$ cat config.mk
export PLATFORM = sky130hd
export DESIGN_NAME = seq_divider
export DESIGN_NICKNAME = d
export VERILOG_FILES = /design/src/rtl/seq_divider_pkg.sv /design/src/rtl/seq_div_step.sv /design/src/rtl/seq_divider.sv
export SDC_FILE = /design/constraint.sdc
export NUM_CORES = 1
export LEC_CHECK = 0
export BUFFER_PORTS_ARGS = -buffer_cell sky130_fd_sc_hd__buf_2
export CORE_MARGIN = 5
export CORE_UTILIZATION = 40
export DETAILED_ROUTE_END_ITERATION = 8
export HOLD_SLACK_MARGIN = 0.08
export PLACE_DENSITY = 0.68
export SLEW_MARGIN = 15
export SYNTH_ARGS = -nofsm -noshare
export SYNTH_HDL_FRONTEND = slang
export SYNTH_HIERARCHICAL = 1
export SYNTH_SLANG_ARGS = --single-unit
$ cat constraint.sdc
create_clock -name clk -period 4.45 [get_ports clk]
set_input_delay 0.445 -clock clk [delete_from_list [all_inputs] [get_ports clk]]
set_output_delay 0.445 -clock clk [all_outputs]
set_load 0.01 [all_outputs]
$ cat src/rtl/seq_divider_pkg.sv
// Shared definitions for the sequential divider (and the multiplier unit).
//   - DIV_WIDTH / DIV_CNT_W : default operand width and iteration counter width
//   - ST_* : FSM state encodings used by seq_divider
//   - twosNeg / absVal : two's-complement negate and magnitude helpers.
//     The magnitude is unsigned in DIV_WIDTH bits, so absVal(-2^(W-1))
//     returns 2^(W-1), which is the value the divider needs.
package seq_divider_pkg;

  localparam int DIV_WIDTH = 32;
  localparam int DIV_CNT_W = 6;

  localparam logic [1:0] ST_IDLE = 2'd0;
  localparam logic [1:0] ST_CALC = 2'd1;
  localparam logic [1:0] ST_FIX  = 2'd2;
  localparam logic [1:0] ST_DONE = 2'd3;

  function automatic logic [DIV_WIDTH-1:0] twosNeg(input logic [DIV_WIDTH-1:0] x);
    return ~x + 1'b1;
  endfunction

  function automatic logic [DIV_WIDTH-1:0] absVal(input logic [DIV_WIDTH-1:0] x);
    return x[DIV_WIDTH-1] ? twosNeg(x) : x;
  endfunction

endpackage

$ cat src/rtl/seq_div_step.sv
// One combinational restoring-division iteration.
// Ports:
//   remIn  : partial remainder before this step (always < dvsMag)
//   dvdIn  : remaining dividend bits (MSB next) with quotient bits filling from the LSB
//   dvsMag : unsigned divisor magnitude
//   remOut : partial remainder after this step
//   dvdOut : dvdIn shifted left by one with the new quotient bit in the LSB
module seq_div_step
  import seq_divider_pkg::*;
#(
  parameter int WIDTH = DIV_WIDTH
) (
  input  logic [WIDTH-1:0] remIn,
  input  logic [WIDTH-1:0] dvdIn,
  input  logic [WIDTH-1:0] dvsMag,
  output logic [WIDTH-1:0] remOut,
  output logic [WIDTH-1:0] dvdOut
);

  logic [WIDTH:0] shifted;
  logic [WIDTH:0] diff;
  logic           negative;

  // Since remIn < dvsMag <= 2^(WIDTH-1), the shifted value stays below 2^WIDTH,
  // so the top bit of the (WIDTH+1)-bit difference is a reliable borrow.
  assign shifted  = {1'b0, remIn[WIDTH-1:0]} << 1 | {{WIDTH{1'b0}}, dvdIn[WIDTH-1]};
  assign diff     = shifted - {1'b0, dvsMag};
  assign negative = diff[WIDTH];

  assign remOut = negative ? shifted[WIDTH-1:0] : diff[WIDTH-1:0];
  assign dvdOut = {dvdIn[WIDTH-2:0], ~negative};

endmodule

$ cat src/rtl/seq_divider.sv
// Multi-cycle signed divider with MIPS DIV semantics (quotient -> LO,
// remainder -> HI). Quotient truncates toward zero, remainder takes the
// sign of the dividend.
// Handshake: div_start is a request pulse honoured only while idle; the
// operands are captured on that edge. div_busy stays high from the next
// cycle until the done cycle ends; div_done pulses for one cycle when the
// result is available, with div_zero alongside it if the divisor was zero.
// Requests while busy are dropped, not queued.
// Ports:
//   clk, reset           : clock, synchronous active-high reset
//   div_start            : request pulse
//   dividend, divisor    : signed operands
//   quotient, remainder  : registered signed results (hold until next success)
//   div_busy, div_done, div_zero : status
module seq_divider
  import seq_divider_pkg::*;
#(
  parameter int WIDTH = DIV_WIDTH,
  parameter int CNT_W = DIV_CNT_W
) (
  input  logic             clk,
  input  logic             reset,
  input  logic             div_start,
  input  logic [WIDTH-1:0] dividend,
  input  logic [WIDTH-1:0] divisor,
  output logic [WIDTH-1:0] quotient,
  output logic [WIDTH-1:0] remainder,
  output logic             div_busy,
  output logic             div_done,
  output logic             div_zero
);

  logic [1:0]       state;
  logic [CNT_W-1:0] cnt;
  logic [WIDTH-1:0] remReg;
  logic [WIDTH-1:0] dvdReg;   // dividend magnitude shifting out, quotient shifting in
  logic [WIDTH-1:0] dvsMag;
  logic             signQ;
  logic             signR;
  logic             zeroFlag;

  logic [WIDTH-1:0] remNext;
  logic [WIDTH-1:0] dvdNext;

  seq_div_step #(.WIDTH(WIDTH)) stepInst (
    .remIn  (remReg),
    .dvdIn  (dvdReg),
    .dvsMag (dvsMag),
    .remOut (remNext),
    .dvdOut (dvdNext)
  );

  always_ff @(posedge clk) begin
    if (reset) begin
      state     <= ST_IDLE;
      cnt       <= '0;
      remReg    <= '0;
      dvdReg    <= '0;
      dvsMag    <= '0;
      signQ     <= 1'b0;
      signR     <= 1'b0;
      zeroFlag  <= 1'b0;
      quotient  <= '0;
      remainder <= '0;
    end else begin
      case (state)
        ST_IDLE: begin
          if (div_start) begin
            if (divisor == '0) begin
              zeroFlag <= 1'b1;
              state    <= ST_DONE;
            end else begin
              dvdReg <= absVal(dividend);
              dvsMag <= absVal(divisor);
              remReg <= '0;
              signQ  <= dividend[WIDTH-1] ^ divisor[WIDTH-1];
              signR  <= dividend[WIDTH-1];
              cnt    <= CNT_W'(WIDTH);
              state  <= ST_CALC;
            end
          end
        end
        ST_CALC: begin
          remReg <= remNext;
          dvdReg <= dvdNext;
          cnt    <= cnt - 1'b1;
          if (cnt == CNT_W'(1)) begin
            state <= ST_FIX;
          end
        end
        ST_FIX: begin
          quotient  <= signQ ? twosNeg(dvdReg) : dvdReg;
          remainder <= signR ? twosNeg(remReg) : remReg;
          state     <= ST_DONE;
        end
        default: begin  // ST_DONE
          zeroFlag <= 1'b0;
          state    <= ST_IDLE;
        end
      endcase
    end
  end

  assign div_busy = (state != ST_IDLE);
  assign div_done = (state == ST_DONE);
  assign div_zero = (state == ST_DONE) && zeroFlag;

endmodule
==> metrics.txt, run 1 <==
crit-path cells=inv_1, ha_1, fa_1, and2b_1, o2111ai_2, a21oi_2, o211ai_2, a211oi_4, nor2_4, mux2i_4, and2_4, inv_8, mux2_4, nand3_1, a21oi_1; Leak=0.00500 uW; HPWL Detailed=23400 um; Worst Slack Setup Final=880 ps; first drt pass iteration count=6; H-tree levels=4; register area share after synthesis=29.0%; max-cap violations=0; All-Layer GR Usage=18.8%; number of synthesized flops with an enable pin=0; Bufs on Longest Clock Path=2; ranking of synthesized cells by area=dfxtp_1, xor2_1, a211oi_1; Initial Util=40.7%; DRC=0; cts hold-fix bufs=0; Pwr Density=534 nW/um^2; IO Pins=134; most frequent cell after synthesis=dfxtp_1; Max Slew Vio Count=0; Worst Hold Slack=346 ps; Resized cells post-CTS=0; Logic pwr share=45.1%; synth unique cells=77; RePlAce Congestion=0.936; Tcrit/Tclk final=80.2%; crit path max-delay cell type=fa_1; initial drt markers=972; total power=6910 uW; die span in x=182 um; status=complete, no violations; CP max stage delay=410 ps; Synth top area share=29.0%; most common library cells after synthesis=dfxtp_1, nand2_1, nor2_1; first-pass GRT wire length=52200 um; CTS buffer count=17; final WL=32200 um; syn_nets=1588; crit path capture type=flip-flop; fmax=280 MHz; Sw Share=44.5%; total gr overflow=0; switching power=3070 uW; Clock Skew=11.8 ps; initial antenna violation count=2; Top delay family on crit path=compound AO/OA/AOI/OAI gates; Port Buffers=133; vias per inst=5.63; postcts setup bufs=0; TritonCTS clock tree=built; Die ar.=33000 sq um; worst setup slack after placement=933 ps; clock root cell=clkbuf_16; cell count after synthesis=1477; Rel. slew slack=23.5%; measured slew at the worst slew-check pin=1150 ps; Crit Path Category=reg2reg; P_int=3840 uW; CP bufs+invs=2; largest net degree at the start of global routing=102; Req. time, crit path=4750 ps; num rows=62; RSZ-0062 raised after global routing=no; clock latency on the worst-skew pair=430 ps; Main synth FF type=dfxtp_1; CP Launch Type=flip-flop; core area=28900 sq um; CTS sink cnt=171; Synth async-reset ratio=0%; total number of vias=10724; fin nets=1618; share of cells above drive strength 1=15.3%; Sequential Power Share=33.5%; minimum clock period=3570 ps; count of final setup violators=0; YS warnings=6; share of power burned in the clock network=21.5%; Synth Area per Inst=7.98 sq um; post-synthesis cell area=11800 sq um; dominant cell type by area after synthesis=dfxtp_1; Final Hold Viols=0; routed length per instance=16.9 um; Reg clk slew, reported paths=80 ps; crit path DAT=3870 ps; die height=182 um; Total Neg Setup Slack=0 ps; P&R area growth vs syn=9.82%; worst hold path class=in2reg; crit-path max FO=24; maximum vdd drop=326 uV; Routed Antenna Nets=0; synthesized flop and latch total=171; vias in the first global route=9765
==> power groups by stage <==
stage / Sequential [uW] / Clock, uW / Combinational (uW)
floorplan: 2280 / 0 / 2410
global placement: 2320 / 0 / 3050
detailed placement: 2340 / 0 / 3090
CTS: 2310 / 1510 / 3110
global route: 2380 / 1580 / 3490
finish: 2310 / 1490 / 3110
==> metal layers <==
| layer | share of wire [%] | track usage, % |
|---|---|---|
| met5 | 0 | 0 |
| met4 | 1.2 | 4.47 |
| met3 | 6.4 | 3.22 |
| met2 | 42 | 27.6 |
| met1 | 50 | 28.6 |
==> per-stage QoR <==
step | instance area, sq um | util, % | std cells
finish | 12900 | 44.7 | 1906
global route | 12900 | 44.7 | 1906
CTS | 12900 | 44.7 | 1904
detailed placement | 12400 | 42.7 | 1872
global placement | 12400 | 42.7 | 1872
floorplan | 11800 | - | 1477
==> flip-flops by register name (all words and copies together) (netlist names) <==
| name | cells |
|---|---|
| dvdReg | 32 |
| dvsMag | 32 |
| quotient | 32 |
| remReg | 32 |
| remainder | 32 |
| cnt | 6 |
| state | 2 |
| signQ | 1 |
| signR | 1 |
| zeroFlag | 1 |
==> cells in the final DEF, fill, tap and decap left out, types with 19 or more instances in the layout <==
cell type and count:
a211oi_1 79, a21oi_1 102, buf_2 132, dfxtp_1 171, ha_1 41, inv_1 55
mux2_4 19, mux2i_1 26, nand2_1 145, nand2b_1 24, nand3_1 54, nor2_1 117
o21ai_0 63, o31ai_1 42, o41ai_1 26, or3_1 25, or4_1 19, xnor2_1 47
xor2_1 92
==> cells by family after synthesis <==
kind of cell	count (synthesis)	synth area share [%]
AND/OR/NAND/NOR	485	20.1
AO/OA/AOI/OAI	399	22.9
buffers and inverters	189	7.64
flip-flops	171	29.0
XOR/XNOR	139	10.3
multiplexers	50	5.20
adder cells (fa/ha/maj)	44	4.73
==> worst paths after layout <==
path                                  end  cells past startpoint  slack, ps               startpoint
setup / recovery  remReg[21]$_SDFFE_PP0P_                     15        880  dvdReg[31]$_SDFFE_PP0P_
hold reg to reg   dvsMag[31]$_SDFFE_PP0P_                      2        450  dvsMag[31]$_SDFFE_PP0P_
setup reg to reg  remReg[21]$_SDFFE_PP0P_                     15        880  dvdReg[31]$_SDFFE_PP0P_
hold / removal     dvsMag[0]$_SDFFE_PP0P_                      3        350               divisor[0]
==> worst reg2reg max path: cells and delay by family, from the launching register on <==
kind,cells,cell delay [ps]
adders and majority gates,2,610
muxes,2,640
AOI/OAI and AO/OA,5,860
DFF,1,400
buffers and inverters,2,180
and+or+nand+nor,4,730
==> final cells by class <==
class                   count  area, sq um
diodes                      2         5.00
clock buffers              17          425
clock inverters            15          150
fillers                  2911        16000
inverters                  57          221
multi-input cells        1117         7500
flip-flops and latches    171         3420
well taps                 384          480
repair buffers            143          743
Note: power is estimated with default switching activity, not from simulation.
==> run 2, diff against run 1 <==
Settings changed: PLACE_DENSITY 0.68 to 0.7.
Clock period 4.45 ns to 3.2 ns, I/O delays scaled along.
==> run 2 against run 1 <==
  * Combinational power increased by 50%
  * Total power up 44%
  * Setup slack worse by 870 ps
  * Clock skew shrank 1.5 ps
  * Critical endpoint is now remReg[20]$_SDFFE_PP0P_
  * Largest power group unchanged
==> metrics.txt, run 2 (synthesis results as in run 1) <==
Leak=0.00537 uW; switching power=4320 uW; share of power burned in the clock network=21.1%; count of final setup violators=0; Max Slew Vio Count=0; crit path DAT=3500 ps; Setup crit end=remReg[20]$_SDFFE_PP0P_; cts hold-fix bufs=0; Reg2Reg Depth=16; initial antenna violation count=2; initial drt markers=1035; P_int=5610 uW; H-tree levels=4; crit-path max FO=9; measured slew at the worst slew-check pin=1110 ps; Reg clk slew, reported paths=70 ps; CP startpoint=dvdReg[31]$_SDFFE_PP0P_; TritonCTS clock tree=built; CTS sink cnt=171; CP Launch Type=flip-flop; FF-to-FF End=remReg[20]$_SDFFE_PP0P_; Initial Util=40.7%; die height=182 um; Rel. slew slack=26.2%; All-Layer GR Usage=19.2%; vias in the first global route=9880; num rows=62; total gr overflow=0; final cell count without fillers=1969; RePlAce Congestion=0.933; core area=28900 sq um; fmax=314 MHz; maximum vdd drop=494 uV; clock latency on the worst-skew pair=440 ps; Tcrit/Tclk final=99.6%; Crit Path Category=reg2reg; reg2reg start=dvdReg[31]$_SDFFE_PP0P_; Clock Skew=10.3 ps; first-pass GRT wire length=52300 um; DRC=0; status=complete, no violations; commonest non-fill, non-tap cell in the layout=dfxtp_1; HPWL Detailed=24500 um; flop2flop setup slack=10 ps; die span in x=182 um; Worst Hold Slack=195 ps; Pwr Density=724 nW/um^2; Port Buffers=133; Routed Antenna Nets=0; Req. time, crit path=3520 ps; Logic pwr share=46.8%; max-cap violations=0; Total Neg Setup Slack=0 ps; commonest non-fill, non-tap cells in the layout=dfxtp_1, nand2_1, buf_2; share of cells above drive strength 1=20.8%; Bufs on Longest Clock Path=2; CTS buffer count=17; largest net degree at the start of global routing=69; RSZ-0062 raised after global routing=yes; Die ar.=33000 sq um; fin nets=1680; Sw Share=43.5%; Final Hold Viols=0; crit path capture type=flip-flop; P&R area growth vs syn=16.2%; Sequential Power Share=32.1%; worst hold path class=in2reg; vias per inst=5.56; IO Pins=134; first drt pass iteration count=6; routed length per instance=16.7 um; total number of vias=10957; clock root cell=clkbuf_16; DP Cell Count=1930; minimum clock period=3190 ps; final WL=33000 um
run 2: cell count changes in the layout (fill, tap and decap cells not counted), sizes merged:
cell    change
diode       +1
buf        +61
inv         +1
bufinv      +1
clkinv      -2
clkbuf      +1
run 2: cell type report:
type | count | area (sq um)
clock buffer | 18 | 439
sequential | 171 | 3420
clock inverter | 14 | 144
tap | 384 | 480
fill | 2822 | 15200
antenna | 3 | 7.51
timing repair inverter | 1 | 6.26
inverter | 57 | 221
multi-input combinational | 1117 | 7680
timing repair buffer | 204 | 1300
run 2: per-layer routing:
| layer | up-vias | track usage [%] | wire [um] |
|---|---|---|---|
| met5 | - | 0 | 0 |
| met4 | 0 | 5.40 | 496 |
| met3 | 33 | 2.82 | 2010 |
| met2 | 351 | 28.4 | 14200 |
| met1 | 5094 | 28.8 | 16200 |
| li1 | 5479 | - | - |
run 2: worst max-delay path, cell delays in order, from the launching register on:
cell       delay (ps)
dfxtp_2           340
inv_2              40
ha_4              150
fa_2              340
and2b_1           250
o2111ai_2         140
a21oi_2           210
o211ai_2          140
a211oi_4          310
nor2_4             80
mux2i_4           190
and2_4            190
inv_8              90
buf_12            140
mux2_4            310
nand3_2            70
a21oi_1            60
run 2: worst min path at each step:
stage	from	end	slack, ps	cells past startpoint
final	divisor[0]	dvsMag[0]$_SDFFE_PP0P_	190	3
after global routing	divisor[0]	dvsMag[0]$_SDFFE_PP0P_	190	3
after CTS	divisor[0]	dvsMag[0]$_SDFFE_PP0P_	170	3
after detailed placement	dvsMag[31]$_SDFFE_PP0P_	dvsMag[31]$_SDFFE_PP0P_	450	2
after global placement	dvsMag[31]$_SDFFE_PP0P_	dvsMag[31]$_SDFFE_PP0P_	440	2
after floorplan	dvsMag[31]$_SDFFE_PP0P_	dvsMag[31]$_SDFFE_PP0P_	430	2
run 2: repair_timing:
action,CTS,global route
endpoints found under the setup margin,20,28
buffers inserted,1,2
gates resized for setup,1,15
pin swaps,1,11
gates cloned,1,0
run 2: per-stage QoR:
step	area (sq um)	utilization [%]	total power [uW]	setup slack [ps]
floorplan	11900	-	6590	-27.1
global placement	13000	45.0	7710	89.2
detailed placement	13000	45.0	7810	-22.2
CTS	13600	47.1	9950	1.66
global route	13700	47.3	10700	-123
finish	13700	47.4	9930	11.9
run 2: power by group through the flow:
stage               Clock (uW)  Sequential [uW]  Combinational [uW]
finish                    2100             3180                4650
global route              2230             3260                5160
CTS                       2150             3180                4620
detailed placement           0             3220                4580
global placement             0             3190                4520
floorplan                    0             3180                3410
==> run 3, diff against run 2 <==
Settings changed: CORE_UTILIZATION 40 to 54, PLACE_DENSITY 0.7 to 0.87.
==> run 3 against run 2 <==
  * The run now ends with negative setup slack left
  * Die area is 25% lower
  * Total power up 0.82%
  * Largest power group unchanged
  * Highest routed layer unchanged
  * Count of clock-buffer cells in the layout decreased by 1
  * Critical path type unchanged
  * Via count grew 3.1%
  * Sequential cell count did not move
  * Hold slack worse by 9.6 ps
  * Clock skew is 1.4 ps lower
  * Sequential power barely moved
  * Non-clock buffer count unchanged
  * Clock power increased by 2%
  * Combinational power about the same
  * Setup slack lost 58 ps
==> metrics.txt, run 3 (synthesis results as in run 1) <==
CP startpoint=dvdReg[31]$_SDFFE_PP0P_; total power=10000 uW; Tcrit/Tclk final=101%; num rows=54; final cell count without fillers=1862; total gr overflow=0; commonest non-fill, non-tap cell in the layout=dfxtp_1; reg2reg start=dvdReg[31]$_SDFFE_PP0P_; Final Hold Viols=0; share of cells above drive strength 1=21.0%; Reg clk slew, reported paths=70 ps; HPWL Detailed=23200 um; design area=13600 sq um; CTS buffer count=17; All-Layer GR Usage=25.1%; routed length per instance=17.3 um; vias per inst=6.07; Leak=0.00540 uW; failing checks=negative setup slack; CTS sink cnt=171; Bufs on Longest Clock Path=2; max-cap violations=0; CP bufs+invs=3; Clock Skew=8.93 ps; Rel. slew slack=27.7%; die span in x=158 um; DRC=0; vias in the first global route=10407; die height=158 um; Req. time, crit path=3500 ps; worst hold path class=in2reg; switching power=4390 uW; fmax=308 MHz; RSZ-0062 raised after global routing=yes; clock root cell=clkbuf_16; worst setup slack after placement=-12.3 ps; initial drt markers=936; CP max stage delay=350 ps; IO Pins=134; Crit Path Category=reg2reg; initial antenna violation count=0; n_diodes=0; count of final setup violators=13; measured slew at the worst slew-check pin=1080 ps; fin nets=1680; crit path max-delay cell type=fa_2; total number of vias=11299; Initial Util=54.4%; Max Slew Vio Count=0; minimum clock period=3250 ps; RePlAce Congestion=0.980; Pwr Density=736 nW/um^2; flop2flop setup slack=-50 ps; P&R area growth vs syn=15.3%; P_int=5620 uW; Worst Slack Setup Final=-46.4 ps; TritonCTS clock tree=built; crit-path max FO=7; largest net degree at the start of global routing=102; H-tree levels=4; area of placed instances=12800 sq um; FILL cells=1810; Sequential Power Share=31.8%; maximum vdd drop=658 uV; first drt pass iteration count=5; Sw Share=43.8%; crit-path cells=inv_2, ha_4, fa_2, and2b_1, o2111ai_2, a21oi_2, o211ai_2, a211oi_4, nor2_4, mux2i_4, and2_4, inv_8, clkbuf_16, mux2_4, nand3_2, a21oi_1; core area=21700 sq um; cts hold-fix bufs=0; crit path DAT=3550 ps; Worst Hold Slack=185 ps; Port Buffers=133; DP Cell Count=1822; first-pass GRT wire length=52000 um; Die ar.=24900 sq um; Logic pwr share=46.7%; CP Launch Type=flip-flop; hold wc startpoint=divisor[0]; status=finished, violations left; crit path capture type=flip-flop; Routed Antenna Nets=0; final WL=32200 um; Top delay family on crit path=compound AO/OA/AOI/OAI gates; clock latency on the worst-skew pair=430 ps; commonest non-fill, non-tap cells in the layout=dfxtp_1, nand2_1, buf_2; share of power burned in the clock network=21.5%
==> run 3: changes by cell type in the layout (fill, tap and decap cells not counted), sizes merged <==
cell,before,now
buf,204,203
clkinv,2,6
clkinvlp,3,0
diode,3,0
==> run 3: worst register-to-register path, cell delays in order, from the launching register on <==
cell	delay, ps
dfxtp_2	340
inv_2	40
ha_4	150
fa_2	350
and2b_1	240
o2111ai_2	160
a21oi_2	210
o211ai_2	130
a211oi_4	320
nor2_4	70
mux2i_4	190
and2_4	200
inv_8	100
clkbuf_16	150
mux2_4	300
nand3_2	80
a21oi_1	80
==> run 3: power by group through the flow <==
stage / Clock [uW] / Combinational [uW] / Sequential [uW]
2_1_floorplan: 0 / 3410 / 3180
3_3_place_gp: 0 / 4390 / 3180
3_5_place_dp: 0 / 4500 / 3210
4_1_cts: 2170 / 4550 / 3170
5_1_grt: 2270 / 5140 / 3260
6_report: 2150 / 4680 / 3180
==> run 3: area by class of cell <==
type	instances	area (sq um)	area share [%]
multi-input cells	1117	7680	56.5
repair buffers	204	1290	9.52
clock buffers	17	425	3.13
flip-flops and latches	171	3420	25.2
clock inverters	15	195	1.44
inverters	57	221	1.63
repair inverters	1	6.26	0.0460
well taps	280	350	2.58
==> run 3: routing by layer <==
| metal | track usage, % | share of wire, % | vias to the layer above |
|---|---|---|---|
| li1 | - | - | 5471 |
| met1 | 36.2 | 45 | 5295 |
| met2 | 39.3 | 45 | 472 |
| met3 | 3.83 | 7.5 | 61 |
| met4 | 6.64 | 1.9 | 0 |
| met5 | 0 | 0 | - |
==> run 3: final timing paths <==
kind / end / cells after the start
setup reg to reg: remReg[20]$_SDFFE_PP0P_ / 16
hold / removal: dvsMag[0]$_SDFFE_PP0P_ / 3
setup / recovery: remReg[20]$_SDFFE_PP0P_ / 16
hold reg to reg: dvsMag[31]$_SDFFE_PP0P_ / 2
==> run 3: repair_timing <==
| item | in CTS | in global routing |
|---|---|---|
| setup buffers | 2 | 3 |
| pin swaps | 4 | 16 |
| gates resized for setup | 0 | 23 |
| cloned | 1 | 1 |
| endpoints found under the setup margin | 17 | 32 |
==> run 3: stage by stage <==
stage,setup TNS (ps),utilization (%)
4_1_cts,0,62.1
3_3_place_gp,0,59.1
6_report,-198,62.7
3_5_place_dp,-16.8,59.1
5_1_grt,-2300,62.7
2_1_floorplan,-489,-
